File: src/rtl/vic_mem_pkg.sv
// vic_mem_pkg: shared types and constants for the video/CPU memory arbiter
package vic_mem_pkg;
    typedef enum logic [1:0] {OWN_NONE, OWN_VID, OWN_CPU} owner_t;
    localparam int DEF_AW = 16;
    localparam int DEF_DW = 8;
    localparam int MAX_WAIT_LO = 1;
    localparam int MAX_WAIT_HI = 15;
endpackage

File: src/rtl/vic_read_return.sv
// vic_read_return: two-stage owner tag pipeline steering RAM read data to its requester
module vic_read_return
    import vic_mem_pkg::*;
#(
    parameter int DW = DEF_DW
) (
    input  logic          clk,
    input  logic          reset,
    input  owner_t        tag_in,
    input  logic [DW-1:0] mem_rdata,
    output logic [DW-1:0] vid_rdata,
    output logic          vid_rvalid,
    output logic [DW-1:0] cpu_rdata,
    output logic          cpu_rvalid
);
    owner_t stage1, stage2;
    always_ff @(posedge clk or posedge reset) begin
        if (reset) begin
            stage1     <= OWN_NONE;
            stage2     <= OWN_NONE;
            vid_rvalid <= 1'b0;
            cpu_rvalid <= 1'b0;
            vid_rdata  <= '0;
            cpu_rdata  <= '0;
        end else begin
            stage1     <= tag_in;
            stage2     <= stage1;
            vid_rvalid <= stage2 == OWN_VID;
            cpu_rvalid <= stage2 == OWN_CPU;
            if (stage2 == OWN_VID) vid_rdata <= mem_rdata;
            if (stage2 == OWN_CPU) cpu_rdata <= mem_rdata;
        end
    end
endmodule

File: src/rtl/vic_mem_arbiter.sv
// vic_mem_arbiter: video-priority single-port RAM arbiter with bounded CPU wait
module vic_mem_arbiter
    import vic_mem_pkg::*;
#(
    parameter int AW       = DEF_AW,
    parameter int DW       = DEF_DW,
    parameter int MAX_WAIT = 4
) (
    input  logic          clk,
    input  logic          reset,
    input  logic          vid_req,
    input  logic [AW-1:0] vid_addr,
    output logic          vid_gnt,
    output logic [DW-1:0] vid_rdata,
    output logic          vid_rvalid,
    input  logic          cpu_req,
    input  logic          cpu_we,
    input  logic [AW-1:0] cpu_addr,
    input  logic [DW-1:0] cpu_wdata,
    output logic          cpu_gnt,
    output logic [DW-1:0] cpu_rdata,
    output logic          cpu_rvalid,
    output logic [AW-1:0] mem_addr,
    output logic          mem_we,
    output logic [DW-1:0] mem_wdata,
    input  logic [DW-1:0] mem_rdata
);
    // Out-of-range MAX_WAIT is clamped so the 4-bit counter can always reach it
    localparam int MW = MAX_WAIT < MAX_WAIT_LO ? MAX_WAIT_LO :
                        MAX_WAIT > MAX_WAIT_HI ? MAX_WAIT_HI : MAX_WAIT;
    localparam logic [3:0] WAIT_LIM = 4'(MW);
    logic [3:0] wait_cnt;
    logic       cpu_first;
    owner_t     tag_in;
    always_comb begin
        cpu_first = cpu_req && (!vid_req || wait_cnt == WAIT_LIM);
        cpu_gnt   = cpu_first;
        vid_gnt   = vid_req && !cpu_first;
        tag_in    = vid_gnt ? OWN_VID : (cpu_gnt && !cpu_we) ? OWN_CPU : OWN_NONE;
    end
    always_ff @(posedge clk or posedge reset) begin
        if (reset) wait_cnt <= '0;
        else if (!cpu_req || cpu_gnt) wait_cnt <= '0;
        else if (wait_cnt != WAIT_LIM) wait_cnt <= wait_cnt + 4'd1;
    end
    always_ff @(posedge clk or posedge reset) begin
        if (reset) begin
            mem_addr  <= '0;
            mem_we    <= 1'b0;
            mem_wdata <= '0;
        end else if (vid_gnt) begin
            mem_addr <= vid_addr;
            mem_we   <= 1'b0;
        end else if (cpu_gnt) begin
            mem_addr  <= cpu_addr;
            mem_we    <= cpu_we;
            mem_wdata <= cpu_wdata;
        end else begin
            mem_we <= 1'b0;
        end
    end
    vic_read_return #(.DW(DW)) u_ret (
        .clk        (clk),
        .reset      (reset),
        .tag_in     (tag_in),
        .mem_rdata  (mem_rdata),
        .vid_rdata  (vid_rdata),
        .vid_rvalid (vid_rvalid),
        .cpu_rdata  (cpu_rdata),
        .cpu_rvalid (cpu_rvalid)
    );
endmodule

File: config.mk
export PLATFORM = sky130hd
export DESIGN_NAME = vic_mem_arbiter
export DESIGN_NICKNAME = d
export VERILOG_FILES = /design/src/rtl/vic_mem_pkg.sv /design/src/rtl/vic_read_return.sv /design/src/rtl/vic_mem_arbiter.sv
export SDC_FILE = /design/constraint.sdc
export NUM_CORES = 1
export LEC_CHECK = 0
export CAP_MARGIN = 25
export CORE_UTILIZATION = 43
export CTS_BUF_LIST = sky130_fd_sc_hd__clkbuf_4 sky130_fd_sc_hd__clkbuf_8 sky130_fd_sc_hd__clkbuf_16
export CTS_CLUSTER_SIZE = 8
export DETAILED_ROUTE_END_ITERATION = 6
export PLACE_DENSITY = 0.91
export SLEW_MARGIN = 20
export SYNTH_ARGS = -nofsm -noshare
export SYNTH_HDL_FRONTEND = slang
export SYNTH_SLANG_ARGS = --single-unit
File: constraint.sdc
create_clock -name clk -period 2.6 [get_ports clk]
set_input_delay 0.26 -clock clk [delete_from_list [all_inputs] [get_ports clk]]
set_output_delay 0.26 -clock clk [all_outputs]
set_load 0.1 [all_outputs]
==> summary.txt, run 1 <==
Run status
  • Status: finished with violations
  • Failing checks: DRC

Routing
  • Drt first pass iters: 6
  • WL met3: 317 um
  • Post-DR wirelength/cell: 14.8 um
  • Met1 wire length: 1760 um
  • Routed Wire Length: 4310 um
  • # DRC: 18
  • Drt via density: 4.98
  • Final antenna-violating net count: 0
  • Metal2 WL: 2190 um
  • First DRT Iteration DRCs: 76
  • Via count: 1445
  • Top sig layer: met4

Final layout
  • Commonest cells after routing, fill and taps aside: 52 x clkdlybuf4s50_1, 51 x dfrtp_1, 45 x buf_4
  • FILL cells: 353
  • Nets: 292
  • Ant. Diodes: 0
  • Share of layout cells above drive strength 1: 35.3%
  • Area Overhead vs Synth: 50.5%
  • Finished Layout Cells: 290
  • Utilization after layout: 68.7%
  • Most common cell after layout, fill and taps aside: clkdlybuf4s50_1

Pwr
  • VDD IR max: 0.363 mV
  • Power, Total: 2.51 mW
  • Static Leak: 1.39 nW
  • Pwr dens: 821 nW/um^2

Timing
  • # setup viols final: 0
  • Sum Neg Setup Slack: 0 ns
  • RSZ-0062 raised after global routing: no
  • Pins Over Slew Limit: 0
  • Final hold vios: 0
  • Min Tclk post-route: 2.18 ns
  • Post-route clock period utilization: 84.0%
  • Clk_skew: 0.00839 ns
  • Worst slew pin tran: 0.805 ns
  • F_max: 458 MHz
  • Max-slew headroom: 46.2%

Synth
  • Synth Instances: 138
  • Syn_area_per_cell: 14.7 sq um
  • Syn Nets: 193
  • Synth Warn #: 0
  • Synth area leaders: dfrtp_1 63%, mux2_2 11%, and2_1 5.2%
  • Synth Register Bits: 51
  • Post-synth top area cell: dfrtp_1
  • Netlist cell types: 23
  • Mapped Area: 2030 sq um
  • Proportion of synthesized chip area in sequential cells: 62.9%
  • Post-synth top area share: 62.9%

Global routing
  • Vias in the first global route: 1530
  • GRT overflow: 0
  • Pin count of the biggest net entering global routing: 32
  • Total Routing Usage GR: 18.7%
  • First-pass GRT wire length: 7270 um
  • Initial antenna violation count: 0

Run
  • MaxCap Viol Count: 0

Setup path
  • Worst path slowest cell: o21a_1
  • Setup crit end kind: output pin
  • CP startpoint kind: flip-flop
  • Max FO, Critical Path: 18
  • Slowest stage delay, CP: 0.57 ns
  • Required @ worst endpoint: 2.34 ns
  • Kind of critical path: reg2out
  • Buf/Inv on CP: 2
  • Delay-heaviest family, CP: compound AO/OA/AOI/OAI gates
  • Arr. time, crit path: 1.92 ns
  • Worst path cell trace: inv_1 -> ha_1 -> nand3b_4 -> o21a_1 -> buf_12

Floorplanning
  • Core Area: 4440 sq um
  • I/O pins: 98
  • Die width: 70.7 um
  • Row cnt: 24
  • Die Height: 70.7 um
  • Initial Util: 45.7%
  • DIE AREA: 5000 sq um

Clock network
  • Clock net sink count: 51
  • CTS Hold Buffers Added: 0
  • TritonCTS Buffers: 5
  • Reg clk slew, reported paths: 0.09 ns
  • H-tree depth: 2
  • Clk_lat worst skew: 0.30 ns
  • Max Root-Sink Buffers: 2
  • CTS tree: built
  • Root Buffer: clkbuf_8
  • # resized after CTS: 0
  • Setup repair bufs after CTS: 0

Placed design
  • Routability Congestion: 0.750
  • Placed Cells: 282
  • Hpwl dp: 3310 um
  • I/O Buffers: 97

Hold path
  • Hold Crit Class: in2async
[cell families (layout without fill, tap and decap cells)]
family | after synthesis | after routing | share of synthesized area, %
simple gates | 28 | 28 | 8.57
fa+ha+maj | 2 | 2 | 1.23
flops | 51 | 51 | 62.9
compound gates | 18 | 18 | 9.50
buf+inv | 13 | 113 | 3.64
xor+xnor | 2 | 2 | 0.863
mux | 24 | 24 | 13.3
[worst reg2reg max path, cell delays in order, from the launching register on]
cell      delay, ns
dfrtp_1        0.42
inv_1          0.07
ha_1           0.19
nand3b_4       0.11
a21oi_4        0.51
mux2_2         0.41
[area by class of cell]
type | count | area (sq um) | share of cell area (%)
clock buffer | 5 | 68.8 | 2.25
timing repair buffer | 99 | 898 | 29.4
sequential | 51 | 1280 | 41.8
inverter | 6 | 22.5 | 0.737
tap | 52 | 65.1 | 2.13
clock inverter | 3 | 43.8 | 1.43
multi-input combinational | 74 | 679 | 22.2
[power by group]
part	internal (mW)	leakage (nW)	total, mW	switching [mW]
Combinational	0.262	0.712	1.04	0.779
Clock	0.286	0.0581	0.534	0.248
Sequential	0.883	0.621	0.931	0.0486
Total	1.43	1.39	2.51	1.08
[per-layer routing]
layer	vias up	global-route usage (%)
met4	0	5.33
met5	-	0
met3	5	3.99
met2	74	31.8
li1	681	-
met1	685	24.2
[stage by stage]
stage	hold slack, ns	worst slack [ns]	cell area [sq um]
after floorplan	0.326	0.784	2030
after global placement	0.333	0.639	2940
after detailed placement	0.336	0.610	2940
after CTS	0.274	0.374	3050
after global routing	0.286	0.282	3050
final	0.266	0.417	3050
[cells in the mapped netlist]
cell       n
a21oi_4    1
dfrtp_1   51
a221o_1    9
nand3b_4   1
clkbuf_1   2
buf_2      2
nor2_1     5
buf_8      1
nand3_1    2
o21a_1     1
inv_1      5
clkinv_1   1
nand2b_1   1
buf_4      1
nor2b_1    2
xor2_1     1
mux2_2    19
a221o_2    7
and2_1    17
buf_6      1
ha_1       2
mux2_1     5
xnor2_1    1
[flip-flops by register name, summed over array words and instances, names as in the netlist]
register / cells
mem_addr: 16
mem_wdata: 8
mem_we: 1
u_ret.cpu_rdata: 8
u_ret.cpu_rvalid: 1
u_ret.stage1: 2
u_ret.stage2: 2
u_ret.vid_rdata: 8
u_ret.vid_rvalid: 1
wait_cnt: 4
[worst paths after layout]
kind                            startpoint                 end  slack (ns)  cells after the start
max                            wait_cnt[0]             vid_gnt        0.42                      5
min                                  reset  u_ret.vid_rdata[1]        0.27                      2
max reg2reg                    wait_cnt[0]        mem_wdata[3]        0.79                      5
min reg2reg                u_ret.stage1[0]     u_ret.stage2[0]        0.34                      0
max in group asynchronous            reset         mem_addr[4]        1.59                      3
min in group clk           u_ret.stage1[0]     u_ret.stage2[0]        0.34                      0
No activity file was read; power rests on OpenSTA's default activity.
==> run 2, diff against run 1 <==
--- a/config.mk
+++ b/config.mk
@@ -6,11 +6,11 @@
 export NUM_CORES = 1
 export LEC_CHECK = 0
 export CAP_MARGIN = 25
-export CORE_UTILIZATION = 43
+export CORE_UTILIZATION = 36
 export CTS_BUF_LIST = sky130_fd_sc_hd__clkbuf_4 sky130_fd_sc_hd__clkbuf_8 sky130_fd_sc_hd__clkbuf_16
 export CTS_CLUSTER_SIZE = 8
 export DETAILED_ROUTE_END_ITERATION = 6
-export PLACE_DENSITY = 0.91
+export PLACE_DENSITY = 0.82
 export SLEW_MARGIN = 20
 export SYNTH_ARGS = -nofsm -noshare
 export SYNTH_HDL_FRONTEND = slang
==> constraint.sdc (replaced) <==
create_clock -name clk -period 1.9 [get_ports clk]
set_input_delay 0.19 -clock clk [delete_from_list [all_inputs] [get_ports clk]]
set_output_delay 0.19 -clock clk [all_outputs]
set_load 0.1 [all_outputs]
==> run 2 against run 1 <==
Effect of this change:
- the flow now finishes without violations
- setup slack got worse by 0.33 ns
- critical path type unchanged
- clock-buffer cell count increased by 2
- non-clock buffer count increased by 4
- combinational power increased by 38%
==> summary.txt, run 2 (synthesis gave the netlist of run 1 again) <==
Routing
  • Post-DR wirelength/cell: 14.5 um
  • First DRT Iteration DRCs: 51
  • Drt via density: 4.61
  • Via count: 1439
  • Routed Wire Length: 4530 um
  • Final antenna-violating net count: 0
  • Drt first pass iters: 4
  • # DRC: 0

Floorplanning
  • I/O pins: 98
  • DIE AREA: 5940 sq um
  • Die width: 77.1 um
  • Initial Util: 38.5%
  • Die Height: 77.1 um
  • Core Area: 5270 sq um
  • Row cnt: 26

Timing
  • Worst Slack Setup Final: 0.0880 ns
  • F_max: 552 MHz
  • Worst slew pin tran: 0.857 ns
  • Max-slew headroom: 42.6%
  • Clk_skew: 0.00763 ns
  • Pins Over Slew Limit: 0
  • Final hold vios: 0
  • RSZ-0062 raised after global routing: no
  • Sum Neg Setup Slack: 0 ns
  • # setup viols final: 0
  • Min Tclk post-route: 1.81 ns
  • Post-route clock period utilization: 95.4%

Clock network
  • Max Root-Sink Buffers: 2
  • TritonCTS Buffers: 5
  • CTS tree: built
  • Root Buffer: clkbuf_8
  • Reg clk slew, reported paths: 0.09 ns
  • Clock net sink count: 51
  • H-tree depth: 2
  • Clk_lat worst skew: 0.30 ns
  • CTS Hold Buffers Added: 0

Setup path
  • R2R Setup Slk: 0.24 ns
  • Slowest stage delay, CP: 0.42 ns
  • FF-to-FF End: mem_addr[11]
  • Worst path slowest cell: dfrtp_1
  • Worst R2R Path Depth: 7
  • CP startpoint kind: flip-flop
  • Buf/Inv on CP: 3
  • Max FO, Critical Path: 14
  • Setup crit end kind: output pin
  • Required @ worst endpoint: 1.71 ns
  • Arr. time, crit path: 1.62 ns
  • Cell mode on critical path: buf_12
  • Worst path cell trace: inv_1 -> ha_1 -> nand3b_4 -> a21oi_4 -> buf_12 -> buf_12
  • Kind of critical path: reg2out
  • FF-to-FF Start: wait_cnt[0]
  • Delay-heaviest family, CP: buffers and inverters

Global routing
  • First-pass GRT wire length: 7160 um
  • GRT overflow: 0
  • Total Routing Usage GR: 15.6%
  • Pin count of the biggest net entering global routing: 34
  • Vias in the first global route: 1496
  • Initial antenna violation count: 0

Final layout
  • Commonest cells after routing, fill and taps aside: 52 x clkdlybuf4s50_1, 51 x dfrtp_1, 46 x buf_4
  • Share of layout cells above drive strength 1: 36.8%
  • Number of flip-flops in the largest register: 16
  • Nets: 296
  • Area Overhead vs Synth: 55.1%
  • Most common cell after layout, fill and taps aside: clkdlybuf4s50_1
  • Ant. Diodes: 0
  • Top reg by flops: mem_addr

Placed design
  • I/O Buffers: 97
  • Hpwl dp: 3340 um
  • Pre-CTS WS: 0.0754 ns
  • Routability Congestion: 0.713

Run
  • MaxCap Viol Count: 0

Run status
  • Status: complete, no violations

Pwr
  • VDD IR max: 0.568 mV
  • Static Leak: 1.42 nW
  • Pwr dens: 1080 nW/um^2

Hold path
  • Hold Crit Class: in2async
==> run 2: power by group <==
group / internal (mW) / total [mW] / switching (mW)
registers: 1.21 / 1.27 / 0.0619
clock network: 0.332 / 0.675 / 0.344
logic: 0.373 / 1.44 / 1.07
==> run 2: how the worst max path moves through the flow <==
stage	cells past startpoint	from	slack, ns	end
2_1_floorplan	6	wait_cnt[0]	0.08	mem_addr[0]
3_3_place_gp	4	cpu_req	0.11	mem_addr[14]
3_5_place_dp	4	cpu_req	0.08	mem_addr[9]
4_1_cts	6	wait_cnt[0]	0.03	cpu_gnt
5_1_grt	6	wait_cnt[0]	0.008	cpu_gnt
6_report	6	wait_cnt[0]	0.09	cpu_gnt
==> run 2: final cells by class <==
class / count / area (sq um)
clock buffer: 7 / 96.3
clock inverter: 1 / 7.51
fill: 444 / 2120
inverter: 6 / 22.5
multi-input combinational: 74 / 687
sequential: 51 / 1280
tap: 70 / 87.6
timing repair buffer: 103 / 971
==> run 2: layer usage <==
| metal | GRT usage, % | up-vias | wire [um] |
|---|---|---|---|
| met1 | 19.8 | 664 | 2040 |
| met4 | 3.96 | 0 | 28 |
| li1 | - | 692 | - |
| met2 | 26.3 | 78 | 2110 |
| met5 | 0 | - | 0 |
| met3 | 4.40 | 5 | 353 |
==> run 2: repair_timing <==
action | 4_1_cts | 5_1_grt
buffers inserted | 0 | 1
pin swaps | 0 | 1
setup endpoints to repair | 1 | 1
gates resized for setup | 2 | 0
gates cloned | 0 | 1
==> run 2: through the flow <==
step	total power, mW	utilization, %	hold WS (ns)	cell area (sq um)	cells
floorplan	2.35	-	0.256	2030	138
global placement	2.72	57.0	0.332	3000	302
detailed placement	2.74	57.0	0.338	3000	302
CTS	3.41	59.1	0.214	3120	310
global route	3.52	59.7	0.226	3150	312
finish	3.39	59.7	0.199	3150	312
==> run 3, diff against run 2 <==
--- a/config.mk
+++ b/config.mk
@@ -5,6 +5,7 @@
 export SDC_FILE = /design/constraint.sdc
 export NUM_CORES = 1
 export LEC_CHECK = 0
+export ABC_CLOCK_PERIOD_IN_PS = 1900
 export CAP_MARGIN = 25
 export CORE_UTILIZATION = 36
 export CTS_BUF_LIST = sky130_fd_sc_hd__clkbuf_4 sky130_fd_sc_hd__clkbuf_8 sky130_fd_sc_hd__clkbuf_16
==> results of run 3 <==
Final layout, timing and power as in run 2 (identical DEF).
